==> src/rtl/mux_nx1_hs.sv <==
// N-channel registered mux with valid/ready handshakes.
// Select mode uses sel directly; round-robin mode rotates fairly over requesters.
module mux_nx1_hs #(
  parameter  int DATA_W = 16,
  parameter  int N_CH   = 4,
  localparam int SEL_W  = (N_CH > 1) ? $clog2(N_CH) : 1
) (
  input  logic                   clk,
  input  logic                   rst_n,
  input  logic                   mode,
  input  logic [SEL_W-1:0]       sel,
  input  logic [N_CH*DATA_W-1:0] in_data,
  input  logic [N_CH-1:0]        in_valid,
  output logic [N_CH-1:0]        in_ready,
  output logic [DATA_W-1:0]      out_data,
  output logic [SEL_W-1:0]       out_ch,
  output logic                   out_valid,
  input  logic                   out_ready
);

  localparam logic [SEL_W:0]   NCH_L  = (SEL_W+1)'(N_CH);
  localparam logic [SEL_W-1:0] PTR_RST = SEL_W'(N_CH - 1);

  logic [DATA_W-1:0] out_data_q, out_data_d;
  logic [SEL_W-1:0]  out_ch_q, out_ch_d;
  logic              out_valid_q, out_valid_d;
  logic [SEL_W-1:0]  rr_ptr_q, rr_ptr_d;

  logic              can_load;
  logic              grant_ok;
  logic [SEL_W-1:0]  gnt;
  logic [SEL_W-1:0]  cand;
  logic [DATA_W-1:0] gnt_data;
  logic              accept;

  // Grant: direct select, or first requester after rr_ptr with wrap.
  always_comb begin
    gnt      = '0;
    grant_ok = 1'b0;
    cand     = '0;
    if (!mode) begin
      gnt      = sel;
      grant_ok = ({1'b0, sel} < NCH_L);
    end else begin
      for (int k = 1; k <= N_CH; k++) begin
        cand = SEL_W'((int'(rr_ptr_q) + k) % N_CH);
        if (!grant_ok && in_valid[cand]) begin
          gnt      = cand;
          grant_ok = 1'b1;
        end
      end
    end
  end

  // Handshake: one ready bit at most, only when the slot can take a word.
  always_comb begin
    can_load = !out_valid_q || out_ready;
    in_ready = '0;
    gnt_data = '0;
    for (int i = 0; i < N_CH; i++) begin
      in_ready[i] = can_load && grant_ok && (gnt == SEL_W'(i));
      if (gnt == SEL_W'(i)) begin
        gnt_data = in_data[i*DATA_W +: DATA_W];
      end
    end
    accept = |(in_valid & in_ready);
  end

  // Next state of the output slot and the round-robin pointer.
  always_comb begin
    out_data_d  = out_data_q;
    out_ch_d    = out_ch_q;
    out_valid_d = out_valid_q;
    rr_ptr_d    = rr_ptr_q;
    if (accept) begin
      out_data_d  = gnt_data;
      out_ch_d    = gnt;
      out_valid_d = 1'b1;
      if (mode) begin
        rr_ptr_d = gnt;
      end
    end else if (out_ready) begin
      out_valid_d = 1'b0;
    end
  end

  // State registers; reset drops any buffered word at once.
  always_ff @(posedge clk or negedge rst_n) begin
    if (!rst_n) begin
      out_data_q  <= '0;
      out_ch_q    <= '0;
      out_valid_q <= 1'b0;
      rr_ptr_q    <= PTR_RST;
    end else begin
      out_data_q  <= out_data_d;
      out_ch_q    <= out_ch_d;
      out_valid_q <= out_valid_d;
      rr_ptr_q    <= rr_ptr_d;
    end
  end

  assign out_data  = out_data_q;
  assign out_ch    = out_ch_q;
  assign out_valid = out_valid_q;

endmodule

==> config.mk <==
export PLATFORM = sky130hd
export DESIGN_NAME = mux_nx1_hs
export DESIGN_NICKNAME = d
export VERILOG_FILES = /design/src/rtl/mux_nx1_hs.sv
export SDC_FILE = /design/constraint.sdc
export NUM_CORES = 1
export LEC_CHECK = 0
export CORE_ASPECT_RATIO = 0.75
export CORE_MARGIN = 5
export CORE_UTILIZATION = 30
export DETAILED_ROUTE_END_ITERATION = 12
export GPL_TIMING_DRIVEN = 0
export PLACE_DENSITY = 0.81
export SLEW_MARGIN = 10
export SYNTH_ARGS = -nofsm -noshare
export SYNTH_HDL_FRONTEND = slang
export SYNTH_SLANG_ARGS = --single-unit
==> constraint.sdc <==
create_clock -name clk -period 3 [get_ports clk]
set_input_delay 0.75 -clock clk [delete_from_list [all_inputs] [get_ports clk]]
set_output_delay 0.75 -clock clk [all_outputs]
set_load 0.01 [all_outputs]
* Word level (Yosys, flattened, before mapping)
Cells that the tools add are included.
Storage, ports and cells: bits in registers 21, bits of input ports 74, word-level logic and storage cells 60
Cells by class: add/sub/neg operators 4, order comparisons 4, equality and inequality tests 3, multiplexer cells 27, bitwise operators 1, reduce and logical (&&, ||, !) cells 17
Operators by type and width (count):
- 16-bit two-way mux | 4
- 1-bit two-way mux | 14
- 2-bit by 3-bit less-than comparator with 1-bit output, second input constant | 4
- 2-bit two-way mux | 5
- 1-bit binary-select mux with 2-bit select | 4
- 1-bit logical AND | 8
- 2-bit by 1-bit adder with 2-bit output, second input constant | 2
- 2-bit adder, second input constant | 2
- 4-bit AND | 1
- 2-bit equality test, second input constant | 2
- 1-bit zero test | 4
- 4-bit OR reduction | 1
- 2-bit by 1-bit equality test with 1-bit output, second input constant | 1
- 2-bit zero test | 1
- 2-bit AND reduction | 1
- 2-bit nonzero test | 1
- 1-bit logical OR | 1

* Depth between registers and ports, before layout
Gate-level depths: netlist of run 1.
depth in word-level cells 22, mapped depth 9, depth with buffers taken out 6

* Least setup slack after synthesis of run 1
OpenSTA, ideal clock, no wires.
path type in2out, from in in_valid[1], to out in_ready[0], arrival time 2240 ps, slack 10 ps, stages 7, path buffers 3, cells stage by stage clkbuf_1 > mux2i_1 > o211ai_1 > o211a_1 > clkbuf_1 > clkbuf_1 > nor2_1
Between the ends: longest elaborated chain between the ends 18, elaborated cells between the ends (all ways) 30, classes of those cells mux: 21; reduce/logical: 9
Ends and longest elaborated chain:
- from (decl) | RTL line 13 | input logic [N_CH-1:0] in_valid,
- 1-bit binary-select mux with 2-bit select | RTL line 47 | if (!grant_ok && in_valid[cand]) begin
- 1-bit two-way mux (not written as such) | RTL line 47
- 1-bit two-way mux | RTL line 47
- 1-bit two-way mux | RTL line 41 | if (!mode) begin
- 1-bit zero test | RTL line 47
- 1-bit logical AND | RTL line 47
- 1-bit two-way mux | RTL line 47
- 1-bit two-way mux | RTL line 41
- (+2 left out)
- 1-bit two-way mux | RTL line 47
- 1-bit two-way mux | RTL line 41
- 1-bit zero test | RTL line 47
- 1-bit logical AND | RTL line 47
- 2-bit two-way mux / 1-bit two-way mux (equally long branches) | RTL line 47
- 2-bit two-way mux / 1-bit two-way mux (equally long branches) | RTL line 41
- 2-bit zero test / 1-bit logical AND (equally long branches) | RTL line 61 | in_ready[i] = can_load && grant_ok && (gnt == SEL_W'(i));
- 1-bit logical AND (*) | RTL line 61
- to (decl) | RTL line 14 | output logic [N_CH-1:0] in_ready,
Every way passes the cells marked *; elsewhere a longest branch is shown, timed or not. The select of a mux whose other input is x is not followed.

* Final worst setup path of run 1
Ends and elaborated chain as after synthesis.

==> reports/qor.csv, run 1 <==
stage;metric;value;unit
power;p_per_area;718;mW/mm^2
clock_network;cts_hold_buf;0;
drt;vias;1829;
drt;first_pass_iters;4;
grt;gr-usage-met1;21.2;%
clock_network;root_buffer;clkbuf_8;
worst_setup_path;start_kind;primary input;
cells_and_area;final_nets;369;
place;gp_congestion;0.807;
clock_network;htree_levels;1;
clock_network;clockBufferDepth;2;
timing;rsz0062_at_grt;true;
synthesis;ys_warn_count;0;
clock_network;cts.clk_slew.worst_paths;80;ps
grt;top_usage_layer;met2;
synthesis;syn_inst;188;
drt;ant_nets;0;
grt;overflow;0;
worst_setup_path;max_stage_delay;370;ps
worst_setup_path;slowest_stage;or3b_1;
grt;grt_pass1_wl;8910;um
timing;maxSlewViolCount;0;
clock_network;worst_skew_pair.late_latency;260;ps
floorplanning;die_h;73.3;um
synthesis;syn_area;0.00160;sq mm
cells_and_area;drive_gt1_share;17.3;%
worst_setup_path;crit_chain;buf_6 > or3b_1 > a21o_1 > a311oi_4 > nand2b_4 > nor2_4 > buf_2;
drt;wl_per_cell;16.1;um
cells_and_area;fillerInstances;486;
synthesis;yosys_register_bits;21;
grt;use_met2;27.8;%
flow_run;max-cap-violations;0;
cells_and_area;stdcell_count;369;
synthesis;yosys_most_used_dff;dfrtp_1;
floorplanning;core_area;0.00527;sq mm
synthesis;synth_area_per_cell;8.51;sq um
grt;antenna_found_initial;0;
grt;grt_pass1_vias;1900;
worst_setup_path;end_kind;primary output;
clock_network;cts_buffers;3;
worst_setup_path;worst_ep_arrival_time;2200;ps
timing;tightest_slew;949;ps
timing;post-route-period-util;98.4;%
floorplanning;dieArea;0.00691;sq mm
synthesis;synth_edf_count;0;
timing;finClkSkew;10.5;ps
grt;grt_max_degree;22;
cells_and_area;final_common_cell;clkdlybuf4s50_1;
place;port-buffer-count;95;
drt;first_iter_violations;77;
cells_and_area;multiInputGateArea;0.00103;sq mm
timing;max_freq;339;MHz
worst_setup_path;crit_family;simple AND/OR/NAND/NOR gates;
hold_path;hp-class;register to register;
grt;grtUsageTotal;16.5;%
place;place_inst;358;
cells_and_area;diodes;0;
clock_network;cts.sinks;21;
synthesis;syn-num-nets;262;
synthesis;yosysUniqueCellTypes;34;
drt;drc;0;
floorplanning;die_w;94.3;um
timing;whs;492;ps
drt;wirelength;5920;um
worst_setup_path;required;2250;ps
status;status;complete, no violations;
worst_setup_path;path_buf_inv;2;
synthesis;yosysSeqAreaShare;33.0;%
floorplanning;std_cell_rows;23;
floorplanning;ios;97;
worst_setup_path;crit_fanout;10;
drt;viasPerCell;4.96;
timing;period_needed;2950;ps
grt;use_met3;5.73;%
timing;finalHoldViolCount;0;
timing;relSlewSlack;36.5;%
clock_network;cts_tree;yes;
power;vdd_drop_max;0.000327;V
floorplanning;start_util;30.4;%
worst_setup_path;crit_type;primary input to primary output;
cells_and_area;layout_common_cells;clkdlybuf4s50_1 (87), nand2_1 (51), a21oi_1 (19), dfrtp_1 (19), a32oi_1 (16);
cells_and_area;area_growth;74.0;%
timing;finalSetupViolations;0;
place;hpwl;4430;um
power;leakagePower;1.13;nW
synthesis;async_reset_ff_share;100;%
cells_and_area;regArea;528;sq um
-- synthesized netlist by cell type, drive strengths merged (2+ instances only) --
| master | instances | area, sq um |
|---|---|---|
| or3b | 3 | 26.3 |
| nand2b | 3 | 18.8 |
| o211ai | 2 | 15.0 |
| nor2 | 9 | 33.8 |
| a32oi | 16 | 140 |
| or2 | 2 | 12.5 |
| o21ai | 3 | 15.0 |
| nand3b | 2 | 15.0 |
| o22ai | 3 | 32.5 |
| dfrtp | 19 | 475 |
| clkbuf | 13 | 48.8 |
| inv | 3 | 11.3 |
| nor2b | 3 | 18.8 |
| a21oi | 20 | 100 |
| dfstp | 2 | 52.6 |
| nand2 | 52 | 195 |
| buf | 2 | 20.0 |
| o211a | 2 | 20.0 |
| mux2 | 19 | 248 |
-- layout make-up --
cell class / count / area share, %
Buffer: 13 / 3.19
Inverter: 3 / 0.404
Timing Repair Buffer: 104 / 35.3
Tap cell: 75 / 3.37
Multi-Input combinational cell: 149 / 37.1
Sequential cell: 21 / 19.0
Clock buffer: 4 / 1.62
-- registers in the layout, indices dropped and copies added, names as in the netlist --
signal and flops:
rr_ptr_q 2, out_ch 2, out_data 16, out_valid 1
-- metal layers --
metal | vias to the layer above | part of all wire [%]
met4 | 0 | 0.27
met1 | 853 | 44
met3 | 2 | 8.7
li1 | 892 | -
met2 | 82 | 47
met5 | - | 0
-- path summary, 6_finish.rpt --
path,slack (ps),start,endpoint,cells after the start
max,50,in_valid[1],in_ready[0],7
min in group asynchronous,1020,rst_n,out_data[12]$_DFFE_PN0P_,1
max in group asynchronous,1400,rst_n,out_data[3]$_DFFE_PN0P_,1
min reg2reg,490,out_data[15]$_DFFE_PN0P_,out_data[15]$_DFFE_PN0P_,1
min,490,out_data[15]$_DFFE_PN0P_,out_data[15]$_DFFE_PN0P_,1
max reg2reg,250,rr_ptr_q[1]$_DFFE_PN1P_,out_data[14]$_DFFE_PN0P_,8
-- repair_timing --
item	CTS	global route
buffers inserted	8	1
gates resized for setup	48	11
setup endpoints to repair	22	3
pin swaps	7	3
gates cloned	0	0
-- stage by stage --
| step | area (sq um) | power [mW] | utilization [%] | setup TNS [ps] | setup WS, ps |
|---|---|---|---|---|---|
| floorplan | 1600 | 1.19 | - | 0 | 9.70 |
| global placement | 2650 | 1.73 | 50.2 | -14100 | -1320 |
| detailed placement | 2650 | 1.76 | 50.2 | -15490 | -1380 |
| CTS | 2780 | 2.01 | 52.9 | 0 | 6.08 |
| global route | 2780 | 2.14 | 52.9 | -8.71 | -5.78 |
| finish | 2780 | 2.00 | 52.9 | 0 | 46.5 |
-- worst reg2reg max path, stage by stage, from the launching register on --
cell and delay, ps:
dfstp_2 360, buf_2 170, or3b_1 370, a21o_1 210
a311oi_4 360, buf_4 220, clkbuf_1 430, a32oi_1 190
mux2_1 320
-- logic make-up (layout without fill, tap and decap cells) --
logic type / after synthesis / after routing / share of synthesized area (%)
AND/OR/NAND/NOR: 76 / 76 / 20.7
AO/OA/AOI/OAI: 53 / 53 / 25.2
flip-flops: 21 / 21 / 33.0
multiplexers: 20 / 20 / 16.1
buffers and inverters: 18 / 124 / 5.00
-- report_power, final --
group | internal [mW] | switching, mW
registers | 0.440 | 0.0838
logic | 0.713 | 0.579
clock network | 0.0945 | 0.0886
total | 1.25 | 0.752
Note: power is estimated with default switching activity, not from simulation.
==> run 2: changes to the inputs <==
--- a/config.mk
+++ b/config.mk
@@ -10,6 +10,7 @@
 export CORE_UTILIZATION = 30
 export DETAILED_ROUTE_END_ITERATION = 12
 export GPL_TIMING_DRIVEN = 0
+export HOLD_SLACK_MARGIN = 0.08
 export PLACE_DENSITY = 0.81
 export SLEW_MARGIN = 10
 export SYNTH_ARGS = -nofsm -noshare
==> results of run 2 <==
Final layout, timing and power as in run 1 (identical DEF).
==> run 3: changes to the inputs <==
--- a/config.mk
+++ b/config.mk
@@ -5,13 +5,13 @@
 export SDC_FILE = /design/constraint.sdc
 export NUM_CORES = 1
 export LEC_CHECK = 0
-export CORE_ASPECT_RATIO = 0.75
 export CORE_MARGIN = 5
 export CORE_UTILIZATION = 30
 export DETAILED_ROUTE_END_ITERATION = 12
 export GPL_TIMING_DRIVEN = 0
 export HOLD_SLACK_MARGIN = 0.08
-export PLACE_DENSITY = 0.81
+export PLACE_DENSITY = 0.78
+export RECOVER_POWER = 25
 export SLEW_MARGIN = 10
 export SYNTH_ARGS = -nofsm -noshare
 export SYNTH_HDL_FRONTEND = slang
==> constraint.sdc (replaced) <==
create_clock -name clk -period 3.08 [get_ports clk]
set_input_delay 0.77 -clock clk [delete_from_list [all_inputs] [get_ports clk]]
set_output_delay 0.77 -clock clk [all_outputs]
set_load 0.01 [all_outputs]
==> reports/qor.csv, run 3 (synthesized netlist as in run 1, its figures left out) <==
stage;metric;value;unit
timing;period_needed;3040;ps
worst_setup_path;required;2310;ps
worst_setup_path;crit_fanout;3;
cells_and_area;final_common_cell;clkdlybuf4s50_1;
timing;relSlewSlack;34.7;%
clock_network;cts_hold_buf;0;
grt;overflow;0;
timing;post-route-period-util;98.7;%
cells_and_area;diodes;0;
timing;max_freq;329;MHz
worst_setup_path;end_kind;primary output;
place;hpwl;4420;um
power;leakagePower;1.16;nW
timing;tightest_slew;977;ps
floorplanning;die_h;83.0;um
floorplanning;start_util;31.1;%
timing;finalHoldViolCount;0;
status;status;complete, no violations;
drt;vias;1817;
drt;first_iter_violations;72;
timing;finClkSkew;1.88;ps
clock_network;worst_skew_pair.late_latency;250;ps
clock_network;cts_buffers;3;
grt;grtUsageTotal;16.5;%
drt;wl_per_cell;15.9;um
drt;wirelength;5830;um
grt;grt_pass1_vias;1878;
clock_network;cts.sinks;21;
clock_network;htree_levels;1;
cells_and_area;layout_common_cells;clkdlybuf4s50_1 (86), nand2_1 (51), a21oi_1 (20);
drt;drc;0;
hold_path;hp-class;register to register;
clock_network;root_buffer;clkbuf_8;
clock_network;clockBufferDepth;2;
power;total_power;1.96;mW
drt;first_pass_iters;4;
grt;grt_pass1_wl;9430;um
timing;maxSlewViolCount;0;
place;gp_congestion;0.748;
timing;finalSetupViolations;0;
clock_network;cts_tree;yes;
clock_network;cts.clk_slew.worst_paths;80;ps
worst_setup_path;worst_ep_arrival_time;2270;ps
worst_setup_path;crit_type;primary input to primary output;
cells_and_area;drive_gt1_share;18.2;%
power;p_per_area;696;mW/mm^2
power;vdd_drop_max;0.000416;V
floorplanning;dieArea;0.00689;sq mm
floorplanning;std_cell_rows;26;
worst_setup_path;r2r_setup_slack;290;ps
place;port-buffer-count;95;
worst_setup_path;start_kind;primary input;
floorplanning;core_area;0.00514;sq mm
cells_and_area;final_nets;371;
grt;antenna_found_initial;0;
floorplanning;die_w;83.0;um
flow_run;max-cap-violations;0;
floorplanning;ios;97;
timing;rsz0062_at_grt;true;
drt;ant_nets;0;
timing;whs;492;ps
drt;viasPerCell;4.96;
cells_and_area;area_growth;75.8;%
cells_and_area;largest_reg_flops;16;
grt;grt_max_degree;22;
-- run 3: what timing repair did --
action | 4_1_cts | 5_1_grt
gates cloned | 0 | 0
gates resized for setup | 46 | 15
hold endpoints to repair | 0 | 0
endpoints found under the setup margin | 21 | 20
pin swaps | 8 | 5
setup buffers | 9 | 1
-- run 3: worst max-delay path: stages --
cell and delay (ps):
buf_12 100, or3b_1 370, a21o_1 210, a311oi_4 310, buf_4 190, nand2_4 60, nor2_2 110, buf_2 140
-- run 3: cell type report --
| class | count | area, sq um |
|---|---|---|
| buffer | 14 | 118 |
| timing repair buffer | 105 | 986 |
| tap | 70 | 87.6 |
| multi-input combinational | 149 | 1040 |
| inverter | 3 | 11.3 |
| sequential | 21 | 528 |
| fill | 498 | 2330 |
| clock buffer | 3 | 41.3 |
| clock inverter | 1 | 5.00 |
-- run 3: stage by stage --
| stage | TNS (ps) | instances | instance area, sq um | setup WS, ps | utilization (%) |
|---|---|---|---|---|---|
| after floorplan | 0 | 188 | 1600 | 49.7 | - |
| after global placement | -11800 | 353 | 2640 | -1210 | 51.3 |
| after detailed placement | -12610 | 353 | 2640 | -1200 | 51.3 |
| after CTS | 0 | 365 | 2800 | 0.814 | 54.5 |
| after global routing | -18.5 | 366 | 2810 | -18.5 | 54.7 |
| final | 0 | 366 | 2810 | 38.7 | 54.7 |
-- run 3: power by group --
part	leakage [nW]	switching [mW]	internal, mW
logic	0.887	0.560	0.705
registers	0.242	0.0866	0.428
clock network	0.0255	0.0885	0.0899
-- run 3: final timing paths --
| check | cells after the start | start | to |
|---|---|---|---|
| worst max-delay path | 8 | in_valid[1] | in_ready[3] |
| worst min-delay path | 1 | out_data[15]$_DFFE_PN0P_ | out_data[15]$_DFFE_PN0P_ |
| worst max register to register | 11 | rr_ptr_q[1]$_DFFE_PN1P_ | out_data[7]$_DFFE_PN0P_ |
| worst min register to register | 1 | out_data[15]$_DFFE_PN0P_ | out_data[15]$_DFFE_PN0P_ |
| max in group asynchronous | 1 | rst_n | out_data[15]$_DFFE_PN0P_ |
| min in group asynchronous | 1 | rst_n | out_data[5]$_DFFE_PN0P_ |
-- run 3: routing by layer --
layer	wire (um)	part of all wire, %	vias to the layer above	track usage [%]
met5	0	0	-	0
met4	123	2.1	0	4.46
met3	408	7.0	10	4.46
met2	3010	52	63	29.5
met1	2300	39	852	19.4
li1	-	-	892	-
